===== src/rtl/mna_noc_pkg.sv =====
// Shared NoC definitions for the SNA response flit boxer.
//   FLIT_W          : flit width (37 bits)
//   FLIT_HEAD/PAYLOAD : flit type codes carried in bits [36:35]
//   *_HI / *_LO     : field bit positions for header and payload flits
//   state_t         : boxer FSM encoding (IDLE, HEAD, BODY)
//   ARB_RD / ARB_WR : requester indices on the response arbiter
package mna_noc_pkg;

  localparam int unsigned FLIT_W = 37;

  localparam logic [1:0] FLIT_HEAD    = 2'b10;
  localparam logic [1:0] FLIT_PAYLOAD = 2'b01;

  // Common type field
  localparam int unsigned TYPE_HI = 36;
  localparam int unsigned TYPE_LO = 35;

  // Header fields
  localparam int unsigned DEST_HI     = 34;
  localparam int unsigned DEST_LO     = 31;
  localparam int unsigned SRC_HI      = 30;
  localparam int unsigned SRC_LO      = 27;
  localparam int unsigned HDR_PAR_BIT = 26;
  localparam int unsigned RESP_HI     = 2;
  localparam int unsigned RESP_LO     = 1;
  localparam int unsigned WR_BIT      = 0;

  // Payload fields
  localparam int unsigned PAY_PAR_BIT = 34;
  localparam int unsigned DATA_HI     = 31;
  localparam int unsigned DATA_LO     = 0;

  // Arbiter requester indices
  localparam int unsigned ARB_RD = 0;
  localparam int unsigned ARB_WR = 1;

  typedef enum logic [1:0] {
    ST_IDLE = 2'b00,
    ST_HEAD = 2'b01,
    ST_BODY = 2'b10
  } state_t;

endpackage


===== src/rtl/sna_resp_rr_arb.sv =====
// Two-requester round-robin arbiter for read/write responses.
//   clk, rst : clock, synchronous active-high reset
//   req      : request vector, [ARB_RD] = read, [ARB_WR] = write
//   advance  : grant was taken this cycle; move the pointer
//   gnt      : one-hot grant (combinational from req)
// After reset the write requester wins a tie. A lone requester always wins.
module sna_resp_rr_arb
  import mna_noc_pkg::*;
(
  input  logic       clk,
  input  logic       rst,
  input  logic [1:0] req,
  input  logic       advance,
  output logic [1:0] gnt
);

  logic favour_wr_q;

  always_comb begin
    gnt = 2'b00;
    if (req[ARB_WR] && (!req[ARB_RD] || favour_wr_q)) begin
      gnt[ARB_WR] = 1'b1;
    end else if (req[ARB_RD]) begin
      gnt[ARB_RD] = 1'b1;
    end
  end

  // Favour whichever source was not served by the last accepted grant.
  always_ff @(posedge clk) begin
    if (rst) begin
      favour_wr_q <= 1'b1;
    end else if (advance) begin
      favour_wr_q <= gnt[ARB_RD];
    end
  end

endmodule


===== src/rtl/sna_resp_flit_boxer.sv =====
// Packs AXI4-Lite read/write responses into two-flit NoC packets
// (header then payload).
//   Parameters : SRC_ID (node ID in header), DEST_W (dest_id width)
//   clk, rst   : clock, synchronous active-high reset
//   rvalid/rready/rdata/rresp : AXI4-Lite read response channel
//   bvalid/bready/bresp       : AXI4-Lite write response channel
//   dest_id    : requesting node, captured with the accepted response
//   noc_data/noc_valid/noc_ready : outgoing flit stream
// Optional feature: define SNA_RESP_BOXER_PARITY_EN to place even parity in
// header bit [26] (over [25:0]) and payload bit [34] (over [31:0]).
module sna_resp_flit_boxer
  import mna_noc_pkg::*;
#(
  parameter logic [3:0]  SRC_ID = 4'h0,
  parameter int unsigned DEST_W = 4
) (
  input  logic              clk,
  input  logic              rst,
  input  logic              rvalid,
  output logic              rready,
  input  logic [31:0]       rdata,
  input  logic [1:0]        rresp,
  input  logic              bvalid,
  output logic              bready,
  input  logic [1:0]        bresp,
  input  logic [DEST_W-1:0] dest_id,
  output logic [36:0]       noc_data,
  output logic              noc_valid,
  input  logic              noc_ready
);

  state_t state_q, state_d;

  logic [1:0]        req, gnt;
  logic              accept;
  logic              wr_q;
  logic [1:0]        resp_q;
  logic [31:0]       data_q;
  logic [DEST_W-1:0] dest_q;
  logic [3:0]        dest4;
  logic [FLIT_W-1:0] header, payload;

  assign req = {bvalid, rvalid};

  sna_resp_rr_arb u_arb (
    .clk     (clk),
    .rst     (rst),
    .req     (req),
    .advance (accept),
    .gnt     (gnt)
  );

  assign dest4 = 4'(dest_q);

  always_comb begin
    header                   = '0;
    header[TYPE_HI:TYPE_LO]  = FLIT_HEAD;
    header[DEST_HI:DEST_LO]  = dest4;
    header[SRC_HI:SRC_LO]    = SRC_ID;
    header[RESP_HI:RESP_LO]  = resp_q;
    header[WR_BIT]           = wr_q;
    payload                  = '0;
    payload[TYPE_HI:TYPE_LO] = FLIT_PAYLOAD;
    payload[DATA_HI:DATA_LO] = data_q;
`ifdef SNA_RESP_BOXER_PARITY_EN
    header[HDR_PAR_BIT]      = ^header[HDR_PAR_BIT-1:0];
    payload[PAY_PAR_BIT]     = ^payload[DATA_HI:DATA_LO];
`endif
  end

  // All outputs are forced low during reset, so a response abandoned in
  // HEAD/BODY never shows a partial flit.
  always_comb begin
    state_d   = state_q;
    rready    = 1'b0;
    bready    = 1'b0;
    noc_valid = 1'b0;
    noc_data  = '0;
    accept    = 1'b0;
    if (!rst) begin
      case (state_q)
        ST_IDLE: begin
          rready = gnt[ARB_RD];
          bready = gnt[ARB_WR];
          accept = |gnt;
          if (accept) state_d = ST_HEAD;
        end
        ST_HEAD: begin
          noc_valid = 1'b1;
          noc_data  = header;
          if (noc_ready) state_d = ST_BODY;
        end
        ST_BODY: begin
          noc_valid = 1'b1;
          noc_data  = payload;
          if (noc_ready) state_d = ST_IDLE;
        end
        default: state_d = ST_IDLE;
      endcase
    end
  end

  always_ff @(posedge clk) begin
    if (rst) begin
      state_q <= ST_IDLE;
      wr_q    <= 1'b0;
      resp_q  <= '0;
      data_q  <= '0;
      dest_q  <= '0;
    end else begin
      state_q <= state_d;
      if (accept) begin
        wr_q   <= gnt[ARB_WR];
        resp_q <= gnt[ARB_WR] ? bresp : rresp;
        data_q <= gnt[ARB_WR] ? {30'b0, bresp} : rdata;
        dest_q <= dest_id;
      end
    end
  end

endmodule


===== config.mk =====
export PLATFORM = sky130hd
export DESIGN_NAME = sna_resp_flit_boxer
export DESIGN_NICKNAME = d
export VERILOG_FILES = /design/src/rtl/mna_noc_pkg.sv /design/src/rtl/sna_resp_rr_arb.sv /design/src/rtl/sna_resp_flit_boxer.sv
export SDC_FILE = /design/constraint.sdc
export NUM_CORES = 1
export LEC_CHECK = 0
export CAP_MARGIN = 5
export CELL_PAD_IN_SITES_DETAIL_PLACEMENT = 0
export CELL_PAD_IN_SITES_GLOBAL_PLACEMENT = 2
export CORE_MARGIN = 4
export CORE_UTILIZATION = 24
export DETAILED_ROUTE_END_ITERATION = 6
export GPL_TIMING_DRIVEN = 0
export MAX_ROUTING_LAYER = met4
export PLACE_DENSITY_LB_ADDON = 0.1
export SLEW_MARGIN = 5
export SYNTH_ARGS = -nofsm -noshare
export SYNTH_HDL_FRONTEND = slang
export SYNTH_SLANG_ARGS = --single-unit

===== constraint.sdc =====
create_clock -name clk -period 1.8 [get_ports clk]
set_input_delay 0.18 -clock clk [delete_from_list [all_inputs] [get_ports clk]]
set_output_delay 0.18 -clock clk [all_outputs]
set_load 0.005 [all_outputs]

==> impl_metrics.csv <==
group,metric,value,unit
cells_and_area,finalNonFillerCells,405,
power,p_sw,1.29,mW
critical_path,worstPathArrival,1.71,ns
power,power_density,1080,nW/um2
synthesis,syn_area_per_cell,9.96,um2
cells_and_area,final_core_util,46.6,%
sta,max_slew.worst_pin.slew,0.354,ns
drt,viasPerCell,4.49,
outcome,violations,"setup timing",
cells_and_area,fillers,720,
clock_tree,cts_buffers,5,
cells_and_area,layout-drive-gt1-share,42.8,%
critical_path,critPathKind,"reg -> out",
power,leakage,1.47,nW
clock_tree,clkSinkCount,42,
placed_design,place_area,2820,um2
sta,setup_violations,19,
synthesis,synth_area_leaders,"dfxtp_1, a22o_1, and3_1",
critical_path,start_kind,"register",
global_routing,grt_pass1_vias,1851,
power,pwr-share-comb,49.8,%
cells_and_area,layout_commonest_cell,"buf_6",
placed_design,dp.cells,369,
critical_path,regToRegSetupSlack,0.19,ns
placed_design,portBuffers,83,
drt,post_drt_wl_per_cell,14.7,um
flow_run,cap_violations,0,
floorplanning,initial_core_util,25.1,%
sta,finalCriticalPeriod,1.89,ns
floorplanning,coreArea,7410,um2
synthesis,yosysSeqAreaShare,45.2,%
critical_path,reg2regPathDepth,9,
power,power_frac_seq,32.9,%
global_routing,antenna_found_initial,0,
drt,vias,1819,
synthesis,synth_cells,187,
floorplanning,dieHeight,96.1,um
cells_and_area,fin_area,3450,um2
cells_and_area,diodes,0,
clock_tree,cts_tree,"yes",
floorplanning,rows,31,
power,p_int,2.43,mW
critical_path,required,1.62,ns
cells_and_area,syn2layout_area_growth,85.6,%
floorplanning,die_w,96.1,um
synthesis,synth_seq_cells,42,
drt,drt_iter0_drc,42,
clock_tree,clockBufferDepth,2,
synthesis,yosys.area.top_type,"dfxtp_1",
drt,drc,0,
cells_and_area,fin_nets,355,
drt,dr.pass1.iters,4,
floorplanning,die_area,9230,um2
outcome,status,"complete, but fails checks",
sta,rsz0062_at_grt,"true",
cells_and_area,layout_common_cells,"buf_6, clkdlybuf4s50_1, dfxtp_1, a22o_1, and3_4",
sta,hold_violations,0,
floorplanning,io_pins,85,
clock_tree,clk_pin_slew,0.08,ns
power,total_power,3.71,mW
placed_design,gp_congestion,0.702,
power,ir_drop,0.405,mV
sta,holdWs,0.213,ns
synthesis,yosysTopAreaCellShare,45.2,%
sta,setup_ws,-0.0948,ns
critical_path,regToRegEndpoint,"data_q[24]",
placed_design,dpl_worst_slack,-0.618,ns
synthesis,ys_warn_count,0,
global_routing,grt_max_degree,14,
critical_path,critPathLaunch,"state_q[0]",
synthesis,synth_fp_nets,237,
global_routing,grt_pass1_wl,9090,um
power,swShare,34.6,%
critical_path,cp_max_fo,4,
drt,postRouteWirelength,5970,um
sta,finalCritPeriodShare,105,%
critical_path,cp-end-kind,"output pin",
sta,final_max_slew_viol_count,0,
global_routing,grt_use_total,13.3,%
critical_path,timing.rr.start,"state_q[0]",
global_routing,grt_overflow,0,
sta,slew_headroom,76.4,%
critical_path,critPathCapture,"noc_data[30]",
sta,skew,0.00919,ns
clock_tree,cts_max_level,2,
clock_tree,clock_latency,0.30,ns
power,clockPowerShare,17.3,%
drt,ant_nets,0,
clock_tree,ctsHoldBuffers,0,
clock_tree,root_buffer,"clkbuf_8",
synthesis,syn_area,1860,um2
placed_design,dp_hpwl,4060,um
synthesis,ys_types,31,
worst_hold_path,min_path_type,"in -> reg",
sta,fmax,0.528,GHz
sta,tns,-0.899,ns
## per-layer routing
layer / vias up / part of all wire (%) / global-route usage (%)
li1: 918 / - / -
met1: 847 / 49 / 18.5
met2: 49 / 45 / 19.1
met3: 5 / 5.1 / 3.05
met4: 0 / 0.65 / 4.27
met5: - / 0 / -
## cell usage after synthesis (all sizes together)
| cell type | count |
|---|---|
| dfxtp | 42 |
| clkbuf | 6 |
| nand3b | 1 |
| nand2 | 8 |
| buf | 10 |
| nor2b | 1 |
| nand2b | 6 |
| mux2i | 2 |
| a31oi | 3 |
| and2b | 2 |
| inv | 5 |
| nor2 | 11 |
| and2 | 3 |
| a22o | 30 |
| a211oi | 4 |
| a22oi | 4 |
| ha | 5 |
| nor4 | 1 |
| a21oi | 6 |
| and3 | 28 |
| or2 | 1 |
| o21ai | 5 |
| o21a | 1 |
| o32a | 1 |
| a32oi | 1 |
## area by class of cell
class / instances / area, um2 / share of cell area, %
timing repair buffer: 111 / 1110 / 32.0
inverter: 5 / 26.3 / 0.761
multi-input combinational: 124 / 1070 / 31.0
sequential: 42 / 848 / 24.6
clock buffer: 6 / 82.6 / 2.39
clock inverter: 2 / 12.5 / 0.362
buffer: 16 / 185 / 5.36
tap: 99 / 124 / 3.59
## registers in the layout, summed over array words and instances (netlist names)
signal / count
dest4: 4
resp_q: 2
wr_q: 1
data_q: 32
state_q: 2
u_arb.favour_wr_q: 1
## worst max-delay path, cell delays in order (launching register included)
cell	delay, ns
dfxtp_4	0.38
inv_4	0.05
ha_4	0.15
and2b_2	0.20
buf_6	0.13
buf_8	0.12
buf_12	0.11
and3_4	0.17
buf_6	0.11
## worst min-delay path by stage
| stage | end | cells past startpoint | slack, ns | start |
|---|---|---|---|---|
| floorplan | data_q[10] | 1 | 0.31 | rdata[10] |
| global placement | dest4[3] | 2 | 0.44 | dest4[3] |
| detailed placement | dest4[3] | 2 | 0.44 | dest4[3] |
| CTS | wr_q | 3 | 0.20 | bvalid |
| global route | wr_q | 3 | 0.22 | bvalid |
| finish | wr_q | 3 | 0.21 | bvalid |
## power groups by stage
stage | clock, mW | combinational [mW] | sequential (mW)
6_report | 0.644 | 1.85 | 1.22
5_1_grt | 0.706 | 2.02 | 1.24
4_1_cts | 0.675 | 1.62 | 1.22
3_5_place_dp | 0 | 1.17 | 1.21
3_3_place_gp | 0 | 1.17 | 1.21
2_1_floorplan | 0 | 0.747 | 1.18
## cells by family (layout without fill, tap and decap cells)
| logic type | Yosys count | after routing | share of synthesized area, % |
|---|---|---|---|
| fa+ha+maj | 5 | 5 | 3.36 |
| mux | 2 | 2 | 1.08 |
| buf+inv | 21 | 140 | 8.00 |
| flops | 42 | 42 | 45.2 |
| compound gates | 55 | 55 | 23.5 |
| simple gates | 62 | 62 | 18.9 |
## repair_timing
action                                  4_1_cts  5_1_grt
pin swaps                                    12        5
endpoints found under the setup margin       40       36
resized for setup                           202       49
cloned                                        2        1
buffers inserted                             21        4
Note: power is estimated with default switching activity, not from simulation.
